File: src/rtl/axi_lite_io_slave_pkg.sv
// Shared constants, FSM state types and STATUS packing for the AXI-lite IO slave.
// No logic of its own; imported by every file of the block.
package io_slave_pkg;

  localparam logic [1:0] ADDR_GPIO_OUT = 2'd0;
  localparam logic [1:0] ADDR_GPIO_IN  = 2'd1;
  localparam logic [1:0] ADDR_TX_PUSH  = 2'd2;
  localparam logic [1:0] ADDR_STATUS   = 2'd3;

  localparam logic [1:0] RESP_OKAY   = 2'b00;
  localparam logic [1:0] RESP_SLVERR = 2'b10;

  localparam int STAT_EMPTY_BIT = 0;
  localparam int STAT_FULL_BIT  = 1;
  localparam int STAT_CNT_LSB   = 2;
  localparam int STAT_CNT_W     = 5;
  localparam int STAT_OVF_BIT   = 8;

  typedef enum logic {W_IDLE, W_RESP} wr_state_e;
  typedef enum logic {R_IDLE, R_DATA} rd_state_e;

  function automatic logic [31:0] pack_status(input logic                  empty,
                                              input logic                  full,
                                              input logic [STAT_CNT_W-1:0] cnt,
                                              input logic                  ovf);
    logic [31:0] s;
    s                              = '0;
    s[STAT_EMPTY_BIT]              = empty;
    s[STAT_FULL_BIT]               = full;
    s[STAT_CNT_LSB +: STAT_CNT_W]  = cnt;
    s[STAT_OVF_BIT]                = ovf;
    return s;
  endfunction

endpackage

File: src/rtl/axi_lite_io_slave_if.sv
// AXI4-Lite IO bus bundle (4-bit address, 32-bit data) between core and IO slave.
// Pure wiring; handshakes are plain valid/ready per channel.
interface axi_lite_io_slave_if;

  logic [3:0]  araddr;
  logic        arvalid;
  logic        arready;
  logic [31:0] rdata;
  logic [1:0]  rresp;
  logic        rvalid;
  logic        rready;

  logic [3:0]  awaddr;
  logic        awvalid;
  logic        awready;
  logic [31:0] wdata;
  logic [3:0]  wstrb;
  logic        wvalid;
  logic        wready;
  logic [1:0]  bresp;
  logic        bvalid;
  logic        bready;

  modport master (
    output araddr, arvalid, rready, awaddr, awvalid, wdata, wstrb, wvalid, bready,
    input  arready, rdata, rresp, rvalid, awready, wready, bresp, bvalid
  );

  modport slave (
    input  araddr, arvalid, rready, awaddr, awvalid, wdata, wstrb, wvalid, bready,
    output arready, rdata, rresp, rvalid, awready, wready, bresp, bvalid
  );

endinterface

File: src/rtl/axi_lite_io_slave_fifo.sv
// Byte FIFO for the TX stream: 1-cycle push-to-head latency, push ignored when full,
// pop ignored when empty; full is judged on start-of-cycle occupancy.
module io_sync_fifo #(
  parameter int DEPTH = 4,
  parameter int WIDTH = 8,
  parameter int AW    = $clog2(DEPTH),
  parameter int CW    = AW + 1
) (
  input  logic             clk_i,
  input  logic             rst_n_i,
  input  logic             push_i,
  input  logic [WIDTH-1:0] push_dat_i,
  input  logic             pop_i,
  output logic [WIDTH-1:0] head_dat_o,
  output logic             full_o,
  output logic             empty_o,
  output logic [CW-1:0]    count_o
);

  logic [WIDTH-1:0] mem_q [DEPTH];
  logic [AW-1:0]    wr_ptr_q, wr_ptr_d;
  logic [AW-1:0]    rd_ptr_q, rd_ptr_d;
  logic [CW-1:0]    cnt_q, cnt_d;
  logic             push_ok;
  logic             pop_ok;

  assign full_o     = (cnt_q == CW'(DEPTH));
  assign empty_o    = (cnt_q == '0);
  assign count_o    = cnt_q;
  assign head_dat_o = mem_q[rd_ptr_q];
  assign push_ok    = push_i && !full_o;
  assign pop_ok     = pop_i && !empty_o;

  // DEPTH is a power of two, so pointer overflow is the wrap.
  always_comb begin
    wr_ptr_d = wr_ptr_q;
    rd_ptr_d = rd_ptr_q;
    cnt_d    = cnt_q;
    if (push_ok) wr_ptr_d = wr_ptr_q + AW'(1);
    if (pop_ok)  rd_ptr_d = rd_ptr_q + AW'(1);
    if (push_ok && !pop_ok) cnt_d = cnt_q + CW'(1);
    if (!push_ok && pop_ok) cnt_d = cnt_q - CW'(1);
  end

  always_ff @(posedge clk_i) begin
    if (!rst_n_i) begin
      wr_ptr_q <= '0;
      rd_ptr_q <= '0;
      cnt_q    <= '0;
      for (int i = 0; i < DEPTH; i++) mem_q[i] <= '0;
    end else begin
      wr_ptr_q <= wr_ptr_d;
      rd_ptr_q <= rd_ptr_d;
      cnt_q    <= cnt_d;
      if (push_ok) mem_q[wr_ptr_q] <= push_dat_i;
    end
  end

endmodule

File: src/rtl/axi_lite_io_slave.sv
// AXI4-Lite IO slave: GPIO out/in, TX byte FIFO, STATUS. R and B valid 1 cycle after handshake;
// one transaction in flight per direction, channels stall via ready until the response is taken.
module axi_lite_io_slave
  import io_slave_pkg::*;
#(
  parameter int DEPTH = 4
) (
  input  logic               clk_i,
  input  logic               rst_n_i,
  axi_lite_io_slave_if.slave bus,
  input  logic [31:0]        gpio_in_i,
  output logic [31:0]        gpio_out_o,
  output logic [7:0]         tx_data_o,
  output logic               tx_valid_o,
  input  logic               tx_ready_i
);

  localparam int CW = $clog2(DEPTH) + 1;

  wr_state_e   w_state_q, w_state_d;
  rd_state_e   r_state_q, r_state_d;

  logic        aw_cap_q, aw_cap_d;
  logic        w_cap_q, w_cap_d;
  logic [1:0]  aw_idx_q, aw_idx_d;
  logic [31:0] wdata_q, wdata_d;
  logic [3:0]  wstrb_q, wstrb_d;
  logic [1:0]  bresp_q, bresp_d;
  logic [31:0] gpio_out_q, gpio_out_d;
  logic        ovf_q, ovf_d;
  logic [31:0] sync1_q, sync2_q;
  logic [31:0] rdata_q, rdata_d;

  logic        aw_hs, w_hs, ar_hs;
  logic        wr_commit;
  logic [1:0]  wr_idx;
  logic [31:0] wr_dat;
  logic [3:0]  wr_strb;
  logic        push_req;
  logic        fifo_full, fifo_empty, fifo_pop;
  logic [CW-1:0] fifo_cnt;
  logic [31:0] status_word;
  logic [31:0] rd_mux;
  logic        unused_addr_lsbs;

  assign unused_addr_lsbs = ^{bus.araddr[1:0], bus.awaddr[1:0]};

  assign aw_hs = bus.awvalid && bus.awready;
  assign w_hs  = bus.wvalid && bus.wready;
  assign ar_hs = bus.arvalid && bus.arready;

  // Second handshake completes the write; the late channel's values are used directly.
  assign wr_commit = (w_state_q == W_IDLE) && (aw_cap_q || aw_hs) && (w_cap_q || w_hs);
  assign wr_idx    = aw_cap_q ? aw_idx_q : bus.awaddr[3:2];
  assign wr_dat    = w_cap_q ? wdata_q : bus.wdata;
  assign wr_strb   = w_cap_q ? wstrb_q : bus.wstrb;
  assign push_req  = wr_commit && (wr_idx == ADDR_TX_PUSH);

  // ---------------- write FSM ----------------
  always_ff @(posedge clk_i) begin
    if (!rst_n_i) w_state_q <= W_IDLE;
    else          w_state_q <= w_state_d;
  end

  always_comb begin
    w_state_d = w_state_q;
    case (w_state_q)
      W_IDLE:  if (wr_commit) w_state_d = W_RESP;
      W_RESP:  if (bus.bready) w_state_d = W_IDLE;
      default: w_state_d = W_IDLE;
    endcase
  end

  always_comb begin
    bus.awready = (w_state_q == W_IDLE) && !aw_cap_q;
    bus.wready  = (w_state_q == W_IDLE) && !w_cap_q;
    bus.bvalid  = (w_state_q == W_RESP);
    bus.bresp   = bresp_q;
  end

  // ---------------- write datapath ----------------
  always_comb begin
    aw_cap_d   = aw_cap_q;
    w_cap_d    = w_cap_q;
    aw_idx_d   = aw_idx_q;
    wdata_d    = wdata_q;
    wstrb_d    = wstrb_q;
    bresp_d    = bresp_q;
    gpio_out_d = gpio_out_q;
    ovf_d      = ovf_q;
    if (aw_hs) begin
      aw_cap_d = 1'b1;
      aw_idx_d = bus.awaddr[3:2];
    end
    if (w_hs) begin
      w_cap_d = 1'b1;
      wdata_d = bus.wdata;
      wstrb_d = bus.wstrb;
    end
    if ((w_state_q == W_RESP) && bus.bready) begin
      aw_cap_d = 1'b0;
      w_cap_d  = 1'b0;
    end
    if (wr_commit) begin
      bresp_d = (push_req && fifo_full) ? RESP_SLVERR : RESP_OKAY;
      if (wr_idx == ADDR_GPIO_OUT) begin
        for (int b = 0; b < 4; b++) begin
          if (wr_strb[b]) gpio_out_d[8*b +: 8] = wr_dat[8*b +: 8];
        end
      end
      if (wr_idx == ADDR_STATUS && wr_dat[STAT_OVF_BIT]) ovf_d = 1'b0;
      if (push_req && fifo_full) ovf_d = 1'b1;
    end
  end

  always_ff @(posedge clk_i) begin
    if (!rst_n_i) begin
      aw_cap_q   <= 1'b0;
      w_cap_q    <= 1'b0;
      aw_idx_q   <= '0;
      wdata_q    <= '0;
      wstrb_q    <= '0;
      bresp_q    <= RESP_OKAY;
      gpio_out_q <= '0;
      ovf_q      <= 1'b0;
    end else begin
      aw_cap_q   <= aw_cap_d;
      w_cap_q    <= w_cap_d;
      aw_idx_q   <= aw_idx_d;
      wdata_q    <= wdata_d;
      wstrb_q    <= wstrb_d;
      bresp_q    <= bresp_d;
      gpio_out_q <= gpio_out_d;
      ovf_q      <= ovf_d;
    end
  end

  assign gpio_out_o = gpio_out_q;

  // ---------------- GPIO input synchronizer ----------------
  always_ff @(posedge clk_i) begin
    if (!rst_n_i) begin
      sync1_q <= '0;
      sync2_q <= '0;
    end else begin
      sync1_q <= gpio_in_i;
      sync2_q <= sync1_q;
    end
  end

  // ---------------- TX FIFO ----------------
  assign fifo_pop = tx_valid_o && tx_ready_i;

  io_sync_fifo #(
    .DEPTH (DEPTH),
    .WIDTH (8)
  ) u_tx_fifo (
    .clk_i      (clk_i),
    .rst_n_i    (rst_n_i),
    .push_i     (push_req),
    .push_dat_i (wr_dat[7:0]),
    .pop_i      (fifo_pop),
    .head_dat_o (tx_data_o),
    .full_o     (fifo_full),
    .empty_o    (fifo_empty),
    .count_o    (fifo_cnt)
  );

  assign tx_valid_o  = !fifo_empty;
  assign status_word = pack_status(fifo_empty, fifo_full, STAT_CNT_W'(fifo_cnt), ovf_q);

  // ---------------- read FSM ----------------
  always_ff @(posedge clk_i) begin
    if (!rst_n_i) r_state_q <= R_IDLE;
    else          r_state_q <= r_state_d;
  end

  always_comb begin
    r_state_d = r_state_q;
    case (r_state_q)
      R_IDLE:  if (ar_hs) r_state_d = R_DATA;
      R_DATA:  if (bus.rready) r_state_d = R_IDLE;
      default: r_state_d = R_IDLE;
    endcase
  end

  always_comb begin
    bus.arready = (r_state_q == R_IDLE);
    bus.rvalid  = (r_state_q == R_DATA);
    bus.rresp   = RESP_OKAY;
    bus.rdata   = rdata_q;
  end

  // Sampled from registered state, so a same-edge write is not yet visible.
  always_comb begin
    rd_mux = '0;
    case (bus.araddr[3:2])
      ADDR_GPIO_OUT: rd_mux = gpio_out_q;
      ADDR_GPIO_IN:  rd_mux = sync2_q;
      ADDR_TX_PUSH:  rd_mux = '0;
      ADDR_STATUS:   rd_mux = status_word;
      default:       rd_mux = '0;
    endcase
  end

  assign rdata_d = ar_hs ? rd_mux : rdata_q;

  always_ff @(posedge clk_i) begin
    if (!rst_n_i) rdata_q <= '0;
    else          rdata_q <= rdata_d;
  end

endmodule

File: src/flat_wrapper.sv
// flat-port wrapper written by rule: the top's interface ports become plain ports
module axi_lite_io_slave_flat import io_slave_pkg::*;
#(
  parameter int DEPTH = 4
)
  (clk_i, rst_n_i, gpio_in_i, gpio_out_o, tx_data_o, tx_valid_o, tx_ready_i, bus_araddr, bus_arvalid, bus_rready, bus_awaddr, bus_awvalid, bus_wdata, bus_wstrb, bus_wvalid, bus_bready, bus_arready, bus_rdata, bus_rresp, bus_rvalid, bus_awready, bus_wready, bus_bresp, bus_bvalid);
  axi_lite_io_slave_if bus_i ();
  input  logic clk_i;
  input  logic rst_n_i;
  input  logic [31:0] gpio_in_i;
  output logic [31:0] gpio_out_o;
  output logic [7:0] tx_data_o;
  output logic tx_valid_o;
  input  logic tx_ready_i;
  input wire logic [$bits(bus_i.araddr)-1:0] bus_araddr;
  input wire logic [$bits(bus_i.arvalid)-1:0] bus_arvalid;
  input wire logic [$bits(bus_i.rready)-1:0] bus_rready;
  input wire logic [$bits(bus_i.awaddr)-1:0] bus_awaddr;
  input wire logic [$bits(bus_i.awvalid)-1:0] bus_awvalid;
  input wire logic [$bits(bus_i.wdata)-1:0] bus_wdata;
  input wire logic [$bits(bus_i.wstrb)-1:0] bus_wstrb;
  input wire logic [$bits(bus_i.wvalid)-1:0] bus_wvalid;
  input wire logic [$bits(bus_i.bready)-1:0] bus_bready;
  output wire logic [$bits(bus_i.arready)-1:0] bus_arready;
  output wire logic [$bits(bus_i.rdata)-1:0] bus_rdata;
  output wire logic [$bits(bus_i.rresp)-1:0] bus_rresp;
  output wire logic [$bits(bus_i.rvalid)-1:0] bus_rvalid;
  output wire logic [$bits(bus_i.awready)-1:0] bus_awready;
  output wire logic [$bits(bus_i.wready)-1:0] bus_wready;
  output wire logic [$bits(bus_i.bresp)-1:0] bus_bresp;
  output wire logic [$bits(bus_i.bvalid)-1:0] bus_bvalid;
  assign bus_i.araddr = bus_araddr;
  assign bus_i.arvalid = bus_arvalid;
  assign bus_i.rready = bus_rready;
  assign bus_i.awaddr = bus_awaddr;
  assign bus_i.awvalid = bus_awvalid;
  assign bus_i.wdata = bus_wdata;
  assign bus_i.wstrb = bus_wstrb;
  assign bus_i.wvalid = bus_wvalid;
  assign bus_i.bready = bus_bready;
  assign bus_arready = bus_i.arready;
  assign bus_rdata = bus_i.rdata;
  assign bus_rresp = bus_i.rresp;
  assign bus_rvalid = bus_i.rvalid;
  assign bus_awready = bus_i.awready;
  assign bus_wready = bus_i.wready;
  assign bus_bresp = bus_i.bresp;
  assign bus_bvalid = bus_i.bvalid;
  axi_lite_io_slave #(.DEPTH(DEPTH)) u_core (.clk_i(clk_i), .rst_n_i(rst_n_i), .bus(bus_i), .gpio_in_i(gpio_in_i), .gpio_out_o(gpio_out_o), .tx_data_o(tx_data_o), .tx_valid_o(tx_valid_o), .tx_ready_i(tx_ready_i));
endmodule
File: config.mk
export PLATFORM = sky130hd
export DESIGN_NAME = axi_lite_io_slave_flat
export DESIGN_NICKNAME = d
export VERILOG_FILES = /design/src/rtl/axi_lite_io_slave_pkg.sv /design/src/rtl/axi_lite_io_slave_if.sv /design/src/rtl/axi_lite_io_slave_fifo.sv /design/src/rtl/axi_lite_io_slave.sv /design/src/flat_wrapper.sv
export SDC_FILE = /design/constraint.sdc
export NUM_CORES = 1
export LEC_CHECK = 0
export ABC_AREA = 1
export BUFFER_PORTS_ARGS = -buffer_cell sky130_fd_sc_hd__buf_4
export CORE_ASPECT_RATIO = 0.7
export CORE_MARGIN = 2
export CORE_UTILIZATION = 50
export DETAILED_ROUTE_END_ITERATION = 10
export GPL_ROUTABILITY_DRIVEN = 0
export PLACE_DENSITY = 0.8
export SYNTH_ARGS = -nofsm -noshare
export SYNTH_HDL_FRONTEND = slang
export SYNTH_SLANG_ARGS = --single-unit
export TNS_END_PERCENT = 30
File: constraint.sdc
create_clock -name clk_i -period 4.1 [get_ports clk_i]
set_input_delay 0.41 -clock clk_i [delete_from_list [all_inputs] [get_ports clk_i]]
set_output_delay 0.41 -clock clk_i [all_outputs]
set_load 0.01 [all_outputs]
==> out/qor.yml <==
sta:
  tightestPinTransition_ns: 1.125
  finalSetupViolCount: 0
  fmax_mhz: 406.6
  finalSetupTns_ns: 0
  finalHoldViolCount: 0
  rsz0062_at_grt: "no"
  relSlewSlack: 0.2491
  fin_skew_ns: 0.007125
  maxSlewViolCount: 0
  finalCritPeriodShare: 0.5999
  fin_crit_ns: 2.460
clock_network:
  cts_buffer_depth: 3
  clk_pin_slew_worst_paths_ns: 0.06
  cts-root-buf: "clkbuf_16"
  cts_setup_buffers: 0
  cts_tree: "built"
  clk_latency_ns: 0.48
  hold_buffers: 0
  numCtsBuffers: 21
  post_cts_resized: 0
  cts_max_level: 1
  clock_sinks: 213
setup_path:
  cp.arrival_ns: 2.61
  cp-start-kind: "flip-flop"
  critical_path_class: "reg2reg"
  crit_required_ns: 4.25
  crit_fanout: 11
  cp-end-kind: "flip-flop"
floorplanning:
  die_y_um: 112.7
  rows: 39
  chipWidth_um: 159.3
  die_area_um2: 17950
  core-area_um2: 16400
  ios: 166
  start_util: 0.5148
global_routing:
  grt_pass1_vias: 6538
  grt-ovfl-total: 0
  grt_usage: 0.2243
  grt_max_degree: 104
  grt_pass1_wl_um: 32990
  antenna_found_initial: 1
flow_run:
  maxCapViolCount: 0
layout:
  fin_area_um2: 10350
  area_delta_synth_final_pct: 22.65
  diodes: 0
  drive_gt1_frac: 0.2136
  mostFrequentLayoutCell: "nand2_1"
  layout_common_cells: "213 x nand2_1, 187 x nor2_1, 180 x dfxtp_1"
  nets: 1267
  final_cells: 1419
logic_synthesis:
  yosysSeqAreaShare: 0.5431
  synthCells: 1044
  ys_warn_count: 0
  netlist.area_leader.share: 0.4293
  synth_area_leaders: "dfxtp_1 43%, edfxtp_1 11%, nand2_1 9.5%"
  synth_area_per_cell_um2: 8.085
  syn_area_um2: 8441
  synth-seq-cells: 213
  yosysTopAreaCell: "dfxtp_1"
  ys_types: 37
placed_design:
  dp.cells: 1383
  hpwl_um: 13720
  portBuffers: 158
  place_area_um2: 9721
routing:
  viasPerCell: 4.945
  drt_iter0_markers: 522
  route.vias.total: 7017
  routed_wl_um: 20210
  ant_nets: 0
  wire_per_inst_um: 14.24
  drc: 0
  drt_first_pass_iters: 7
pwr:
  leakagePower_nw: 5.053
  power_density_nw_per_um2: 472.0
  irDropWorstVdd_mv: 0.2982
worst_hold_path:
  hold_path_class: "in2reg"
status:
  outcome: "finished clean"
## path summary, 6_finish.rpt
path                 startpoint                      endpoint  slack (ns)  cells past startpoint
max             u_core.aw_cap_q  u_core.u_tx_fifo.mem_q[0][7]        1.64                      8
min               gpio_in_i[14]            u_core.sync1_q[14]        0.11                      3
max reg2reg     u_core.aw_cap_q  u_core.u_tx_fifo.mem_q[0][7]        1.64                      8
min reg2reg  u_core.sync1_q[14]            u_core.sync2_q[14]        0.41                      2
## critical path: stages (launching register included)
cell	delay (ns)
dfxtp_1	0.45
inv_2	0.06
nand2_1	0.06
nand2_1	0.11
nor2_4	0.13
nand3_4	0.14
nor2_4	0.49
nand3_2	0.32
nand2_1	0.36
## layer usage
metal	share of wire	routed length, µm	track usage	vias to the layer above
met5	0.00064	13	0	-
met4	0.018	357	0.04848	2
met3	0.092	1852	0.06415	36
met2	0.43	8626	0.3446	268
met1	0.46	9355	0.3177	3181
li1	-	-	-	3530
## power breakdown
part	switching, W	total (W)	internal (W)
clock network	0.000767	0.00179	0.00102
logic	0.000436	0.000744	0.000309
registers	0.0000861	0.00235	0.00226
## cell families (layout without fill, tap and decap cells)
kind of cell | count (synthesis) | after routing | synth area share
compound gates | 185 | 185 | 0.1276
fa+ha+maj | 2 | 2 | 0.003854
buf+inv | 193 | 341 | 0.09294
flops | 213 | 213 | 0.5431
mux | 18 | 18 | 0.02135
other cells | 1 | 3 | 0.0004443
simple gates | 432 | 432 | 0.2106
## cell usage after synthesis
master     count
a31oi_1        3
nor2_2         1
buf_1          1
a21oi_1       19
fa_1           1
buf_2         10
nand3_1        3
a31o_2        26
clkbuf_2       1
inv_2          4
o21a_1         9
nor2_4         5
buf_12         1
ha_1           1
nand2_4        9
clkbuf_1      34
o2bb2ai_1      1
buf_4          4
edfxtp_1      32
o21ai_1        5
inv_1        134
a21boi_0       1
a41oi_1        2
nand3_4        1
dfxtp_1      181
nor2_1       189
nand3_2        1
buf_6          2
mux2i_1       18
a21oi_2        1
o21ai_0      110
or2_2          8
clkinv_1       2
nand2_1      213
o22ai_1        8
conb_1         1
nand2_2        2
## state kept, by name, summed over array words and instances (netlist names), named ones only
name,count
u_core.u_tx_fifo.rd_ptr_q,2
u_core.sync2_q,32
u_core.wstrb_q,4
u_core.bus.bvalid,1
u_core.bus.rvalid,1
u_core.bus.rdata,32
u_core.w_cap_q,1
u_core.sync1_q,32
u_core.u_tx_fifo.mem_q,32
u_core.u_tx_fifo.count_o,3
u_core.wdata_q,32
u_core.aw_idx_q,2
u_core.ovf_q,1
u_core.bus.bresp,1
u_core.aw_cap_q,1
u_core.gpio_out_o,32
u_core.u_tx_fifo.wr_ptr_q,2
## metrics by stage
step | setup WS (ns) | util | total power [W] | hold WS [ns]
4_1_cts | 1.644 | 0.6314 | 0.004914 | 0.08971
2_1_floorplan | 2.131 | - | 0.002840 | 0.3905
5_1_grt | 1.429 | 0.6314 | 0.005118 | 0.09343
3_5_place_dp | 1.592 | 0.5929 | 0.003136 | 0.3974
3_3_place_gp | 1.717 | 0.5929 | 0.003115 | 0.3921
6_report | 1.640 | 0.6314 | 0.004886 | 0.1077
## cell type report
cell class,instances,area (µm²)
clock buffers,32,609.3
repair buffers,165,1239
flip-flops and latches,213,4586
well taps,225,281.5
inverters,140,525.5
clock inverters,4,22.52
fillers,1413,6043
multi-input cells,640,3089
Power figures use the tool's default switching activity.
